**src/rtl/uart_tx_arbiter.sv**
```systemverilog
// uart_tx_arbiter: round-robin sharing of one UART transmitter among four byte requesters
module uart_tx_arbiter #(
    parameter int TIMEOUT_CYCLES = 16000,
    parameter int CNT_W          = 15
) (
    input  logic        tck,
    input  logic        reset,
    input  logic [3:0]  req,
    input  logic [31:0] req_data,
    output logic [3:0]  ack,
    output logic        uart_tx_enable,
    output logic [7:0]  uart_tx_data,
    input  logic        uart_tx_done,
    output logic [1:0]  grant_id,
    output logic        busy,
    output logic        timeout_err,
    input  logic        err_clear
);
    typedef enum logic [1:0] {IDLE, START, WAIT} state_t;
    state_t           state_q, state_d;
    logic [3:0]       ack_q, ack_d;
    logic [7:0]       data_q, data_d;
    logic [1:0]       grant_q, grant_d, last_q, last_d;
    logic [CNT_W-1:0] wd_q, wd_d;
    logic             err_q, err_d;
    logic [1:0]       pick, cand;
    logic             found;
    logic             expired;
    assign expired = (wd_q == CNT_W'(TIMEOUT_CYCLES - 1));
    // search last_grant+1 .. last_grant+4 and keep the first requester found
    always_comb begin
        pick  = 2'd0;
        cand  = 2'd0;
        found = 1'b0;
        for (int i = 1; i <= 4; i++) begin
            cand = last_q + 2'(i);
            if (!found && req[cand]) begin
                pick  = cand;
                found = 1'b1;
            end
        end
    end
    // next-state: grant in IDLE, one-cycle enable in START, wait for done or watchdog in WAIT
    always_comb begin
        state_d = state_q;
        ack_d   = 4'b0000;
        data_d  = data_q;
        grant_d = grant_q;
        last_d  = last_q;
        wd_d    = wd_q;
        err_d   = err_clear ? 1'b0 : err_q;
        case (state_q)
            IDLE: if (found) begin
                data_d  = req_data[{pick, 3'b000} +: 8];
                grant_d = pick;
                state_d = START;
            end
            START: begin
                wd_d    = '0;
                state_d = WAIT;
            end
            WAIT: begin
                wd_d = wd_q + 1'b1;
                if (uart_tx_done) begin
                    ack_d   = 4'b0001 << grant_q;
                    last_d  = grant_q;
                    state_d = IDLE;
                end else if (expired) begin
                    err_d   = 1'b1;
                    last_d  = grant_q;
                    state_d = IDLE;
                end
            end
            default: state_d = IDLE;
        endcase
    end
    // state register; last_q resets to 3 so requester 0 is searched first
    always_ff @(posedge tck or negedge reset) begin
        if (!reset) begin
            state_q <= IDLE;
            ack_q   <= 4'b0000;
            data_q  <= 8'h00;
            grant_q <= 2'd0;
            last_q  <= 2'd3;
            wd_q    <= '0;
            err_q   <= 1'b0;
        end else begin
            state_q <= state_d;
            ack_q   <= ack_d;
            data_q  <= data_d;
            grant_q <= grant_d;
            last_q  <= last_d;
            wd_q    <= wd_d;
            err_q   <= err_d;
        end
    end
    assign ack            = ack_q;
    assign uart_tx_enable = (state_q == START);
    assign uart_tx_data   = data_q;
    assign grant_id       = grant_q;
    assign busy           = (state_q != IDLE);
    assign timeout_err    = err_q;
endmodule
```
**config.mk**
```make
export PLATFORM = sky130hd
export DESIGN_NAME = uart_tx_arbiter
export DESIGN_NICKNAME = d
export VERILOG_FILES = /design/src/rtl/uart_tx_arbiter.sv
export SDC_FILE = /design/constraint.sdc
export NUM_CORES = 1
export LEC_CHECK = 0
export BUFFER_PORTS_ARGS = -buffer_cell sky130_fd_sc_hd__buf_4
export CAP_MARGIN = 10
export CORE_UTILIZATION = 31
export CTS_CLUSTER_DIAMETER = 30
export DETAILED_ROUTE_END_ITERATION = 8
export SYNTH_ARGS = -nofsm -noshare
export SYNTH_HDL_FRONTEND = slang
export SYNTH_SLANG_ARGS = --single-unit
```
**constraint.sdc**
```tcl
create_clock -name tck -period 3.5 [get_ports tck]
set_input_delay 0.175 -clock tck [delete_from_list [all_inputs] [get_ports tck]]
set_output_delay 0.175 -clock tck [all_outputs]
set_load 0.1 [all_outputs]
```
## Word level (Yosys, flattened, before mapping)

Cells that the tools add are included.

| word-level totals | value |
|---|---|
| bits in registers | 34 |

| cells by class | value |
|---|---|
| order comparisons | 4 |
| reduce and logical (&&, ||, !) cells | 13 |
| shift operators | 2 |
| eq/ne operators | 5 |
| add/subtract/negate cells | 4 |
| multiplexer cells | 29 |

Operator list:

| operator | number |
|---|---|
| $shiftx 32x6->8 | 1 |
| $pmux 15 s2 | 1 |
| $mux 2 | 9 |
| $add 15x1->15 const B | 1 |
| $eq 15x14->1 const B | 1 |
| $lt 2x3->1 const B | 4 |
| $mux 1 | 12 |
| $bmux 1 s2 | 4 |
| $mux 4 | 2 |
| $pmux 2 s3 | 1 |
| $reduce_and 2->1 | 3 |
| $reduce_bool 2->1 | 3 |
| $add 2x2->2 const B | 2 |
| $shl 1x2->4 const A | 1 |
| $logic_and 1x1->1 | 3 |
| $logic_not 1->1 | 3 |
| $ne 3x3->1 const B | 1 |
| $add 2x1->2 const B | 1 |
| $eq 2x1->1 const B | 1 |
| $eq 2x2->1 const B | 1 |
| $logic_not 2->1 | 1 |
| $ne 2x2->1 const B | 1 |

## Longest topological paths before layout

| depth | value |
|---|---|
| depth in word-level cells | 15 |
| gate-level depth with buffers | 8 |

## Worst setup path before layout

OpenSTA, ideal clock, no wires.

| path | value |
|---|---|
| path type | reg-to-reg |
| from | register state_q[0] |
| to | register state_q[1] |
| data arrival time | 1794 ps |
| setup slack | 1578 ps |
| period minus slack after synthesis | 1922 ps |
| buffers on the path | 0 |
| cell stages (with the launch flop) | 6 |
| cells stage by stage | dfrtp_1 -> inv_1 -> ha_1 -> inv_1 -> o32ai_1 -> mux2_1 |

| between the ends | value |
|---|---|
| word-level cells in the longest chain between the ends | 3 |
| elaborated cells on any way between the ends | 7 |
| those cells by class | eq/ne (4); mux (1); reduce/logical (2) |

Ends and longest elaborated chain:

| element | RTL line | source |
|---|---|---|
| start, declared | 20 | `state_t state_q, state_d;` |
| start signal, assigned | 88 | `state_q <= state_d;` |
| $eq 2x2->1 or $logic_not 2->1 (tied branches) | 52 | `case (state_q)` |
| $ne 3x3->1 (no line) or $ne 2x2->1 (tied branches) | n/a |  |
| $reduce_and 2->1 (no line) | n/a |  |

Parallel ways exist; a longest one is shown, timed or not.
A chain may end at the register's enable or synchronous reset.

## Worst setup path after layout

| path | value |
|---|---|
| from | register state_q[0] |
| to | register wd_q[12] |

| between the ends | value |
|---|---|
| word-level cells in the longest chain between the ends | 2 |
| elaborated cells on any way between the ends | 4 |
| those cells by class | eq/ne (2); mux (1); reduce/logical (1) |

Ends and longest elaborated chain:

| element | RTL line | source |
|---|---|---|
| $eq 2x2->1 or $eq 2x1->1 (tied branches) | 52 |  |
| $pmux 15 s2 or $reduce_bool 2->1 (tied branches) | n/a |  |
| end signal, assigned | 93 | `wd_q <= wd_d;` |
| end, declared | 24 | `logic [CNT_W-1:0] wd_q, wd_d;` |

Parallel ways exist; a longest one is shown, timed or not.

==> run metrics <==
Residual DRC 0; GPL Wtd Cong 0.7384; Hold Violations, Final 0; share of post-route cells with drive strength above 1 29.46%; initial antenna violation count 0; Yosys warning total 0; Routed WL 4.111 mm; PwrDens 848.3 mW/mm²; CP Capture Type register; via count 1,479; Post-synth ARST share 100.0%; top cells by area, synth dfrtp_1, mux2i_1, o221ai_1; Worst EP arrival 2.14 ns; WS Path Type reg -> reg; TritonCTS Buffers 5; H-Tree Depth 2; # hold bufs at CTS 1; Power Total 2028 µW; PostCTS Resize Cnt 0; hpwl dp 3.057 mm; power share of the clock group 14.5%; Sw Pwr 1077 µW; status completed; die area 0.006113 mm²; Die Span Y 78.19 µm; Unique masters post-synth 33; Internal 951.0 µW; CTS tree yes; Combinational Power Share 57.7%; Yosys reg bits 34; Net Sw Frac 53.12%; Clock Tree Root clkbuf_8; Most used DFF post-synth dfrtp_1; Peak VDD IR 471.6 µV; syn nets 227; sequential element share of the synthesized area 47.43%; fin. max-slew vios 0; Initial DRC Count 45; Post-synth EDFFs 0; Max transition margin 44.34%; core area 0.005540 mm²; Non-Filler Instances 313; Worst Path Required 3.70 ns; Yosys top cell area share 44.51%; syn avg cell area 9.886 µm²; crit path max fanout 9; All-Layer GR Usage 13.86%; post-synthesis cell area 0.001799 mm²; Die Span X 78.19 µm; Pre-Repair DR Iteration Count 4; Final period util 55.35%; TNS Setup 0 ns; fill count 571; Skew-Pair Late Insertion Delay 0.28 ns; LEAKAGE 0.001123 µW; commonest cells after routing, fill and taps aside buf_4, dfrtp_1, nand2_1, mux2i_1, nor2_1; clk slew on worst S/H paths 0.07 ns; grt ovf 0; number of nets with antenna violations after routing 0; placed cells 304; clock tree buffer depth 2; first-pass GRT wire length 6.499 mm; Initial Utilization 32.48%; diodes inserted 0; Fin Clk Skew 0.004051 ns; post-DR vias/cell 4.725; area grow syn2layout 32.89%; # setup viols final 0; clk sinks 34; crit start category register; max frequency 516.2 MHz; top-level I/O count 57; most common cell after layout, fill and taps aside buf_4; IO Port Bufs 56; worst min-delay path class in -> reg; worst slew pin tran 0.8333 ns; share of power burned in registers 27.7%; Post-CTS Setup Inserts 0; largest net degree at the start of global routing 35; row count 27; unrepaired setup endpoints after global routing no; Nets 285; Gate Count Post-Synth 182; Max-Cap Viols 0; vias in the first global route 1,355; Synth area leader dfrtp_1; drt wl/cell 13.13 µm; minimum clock period 1.937 ns
[routing by layer]
metal / share of wire [%] / global-route usage [%] / routed length [µm] / vias up
met5: 0 / 0 / 0 / -
met4: 1.8 / 6.111 / 72 / 0
met3: 3.1 / 3.488 / 128 / 6
met2: 48 / 22.02 / 1957 / 24
met1: 48 / 17.74 / 1953 / 691
li1: - / - / - / 758
[cell families (layout without fill, tap and decap cells)]
group,Yosys count,after routing,synth area share (%)
simple gates,65,65,18.64
compound gates,31,31,10.78
fa+ha+maj,5,5,3.477
xor+xnor,7,7,3.408
mux,21,21,11.89
flops,34,34,47.43
buf+inv,19,78,4.380
[worst paths after layout]
kind                                         start                     to  slack [ns]  cells after the start
min in group asynchronous                    reset    wd_q[3]$_DFFE_PN0P_        0.38                      2
min reg2reg                grant_id[0]$_DFFE_PN0P_       ack[0]$_DFF_PN0_        0.48                      1
min                                      err_clear  timeout_err$_DFF_PN0_        0.09                      2
max                         state_q[0]$_DFFE_PN0P_   wd_q[12]$_DFFE_PN0P_        1.56                      6
max reg2reg                 state_q[0]$_DFFE_PN0P_   wd_q[12]$_DFFE_PN0P_        1.56                      6
max in group asynchronous                    reset  last_q[0]$_DFFE_PN1P_        2.78                      2
[Yosys cell counts (all sizes together), types with 3 or more instances]
| master | instances |
|---|---|
| ha | 5 |
| xor2 | 4 |
| nand2b | 3 |
| or3 | 6 |
| nand3 | 9 |
| mux2i | 18 |
| nand2 | 18 |
| xnor2 | 3 |
| o21ai | 11 |
| inv | 12 |
| nor3 | 3 |
| dfrtp | 32 |
| nand4 | 4 |
| clkbuf | 4 |
| nor2 | 14 |
| o221ai | 9 |
| mux2 | 3 |
| a21oi | 9 |
| buf | 3 |
[sequential cells by signal (all words and copies together), names as in the netlist]
| signal | count |
|---|---|
| last_q | 2 |
| wd_q | 15 |
| state_q | 2 |
| grant_id | 2 |
| uart_tx_data | 8 |
| ack | 4 |
| timeout_err | 1 |
[per-stage QoR]
step / hold slack (ns) / area [µm²] / worst slack (ns) / util, %
2_1_floorplan: -0.1206 / 1799 / 1.578 / -
3_3_place_gp: 0.1463 / 2290 / 1.673 / 41.33
3_5_place_dp: 0.1533 / 2290 / 1.570 / 41.33
4_1_cts: 0.08989 / 2391 / 1.564 / 43.16
5_1_grt: 0.1000 / 2391 / 1.376 / 43.16
6_report: 0.09372 / 2391 / 1.563 / 43.16
[layout make-up]
class | count | area [µm²] | share of cell area [%]
multi-input cells | 129 | 873.3 | 36.53
repair buffers | 58 | 437.9 | 18.32
inverters | 12 | 45.04 | 1.884
clock buffers | 7 | 86.33 | 3.611
well taps | 72 | 90.09 | 3.768
flip-flops and latches | 34 | 853.3 | 35.69
clock inverters | 1 | 5.005 | 0.2093
[worst max-delay path, stage by stage, from the launching register on]
cell and delay (ns):
dfrtp_1 0.37, inv_1 0.09, ha_1 0.41, and3_1 0.26, nand4_1 0.20, or3_1 0.39, a21oi_1 0.14
[power by group through the flow]
stage / Clock (µW) / Sequential (µW) / Combinational [µW]
finish: 295 / 563 / 1170
global route: 324 / 577 / 1240
CTS: 309 / 564 / 1180
detailed placement: 0 / 570 / 1180
global placement: 0 / 568 / 1160
floorplan: 0 / 996 / 482
Power figures use the tool's default switching activity.
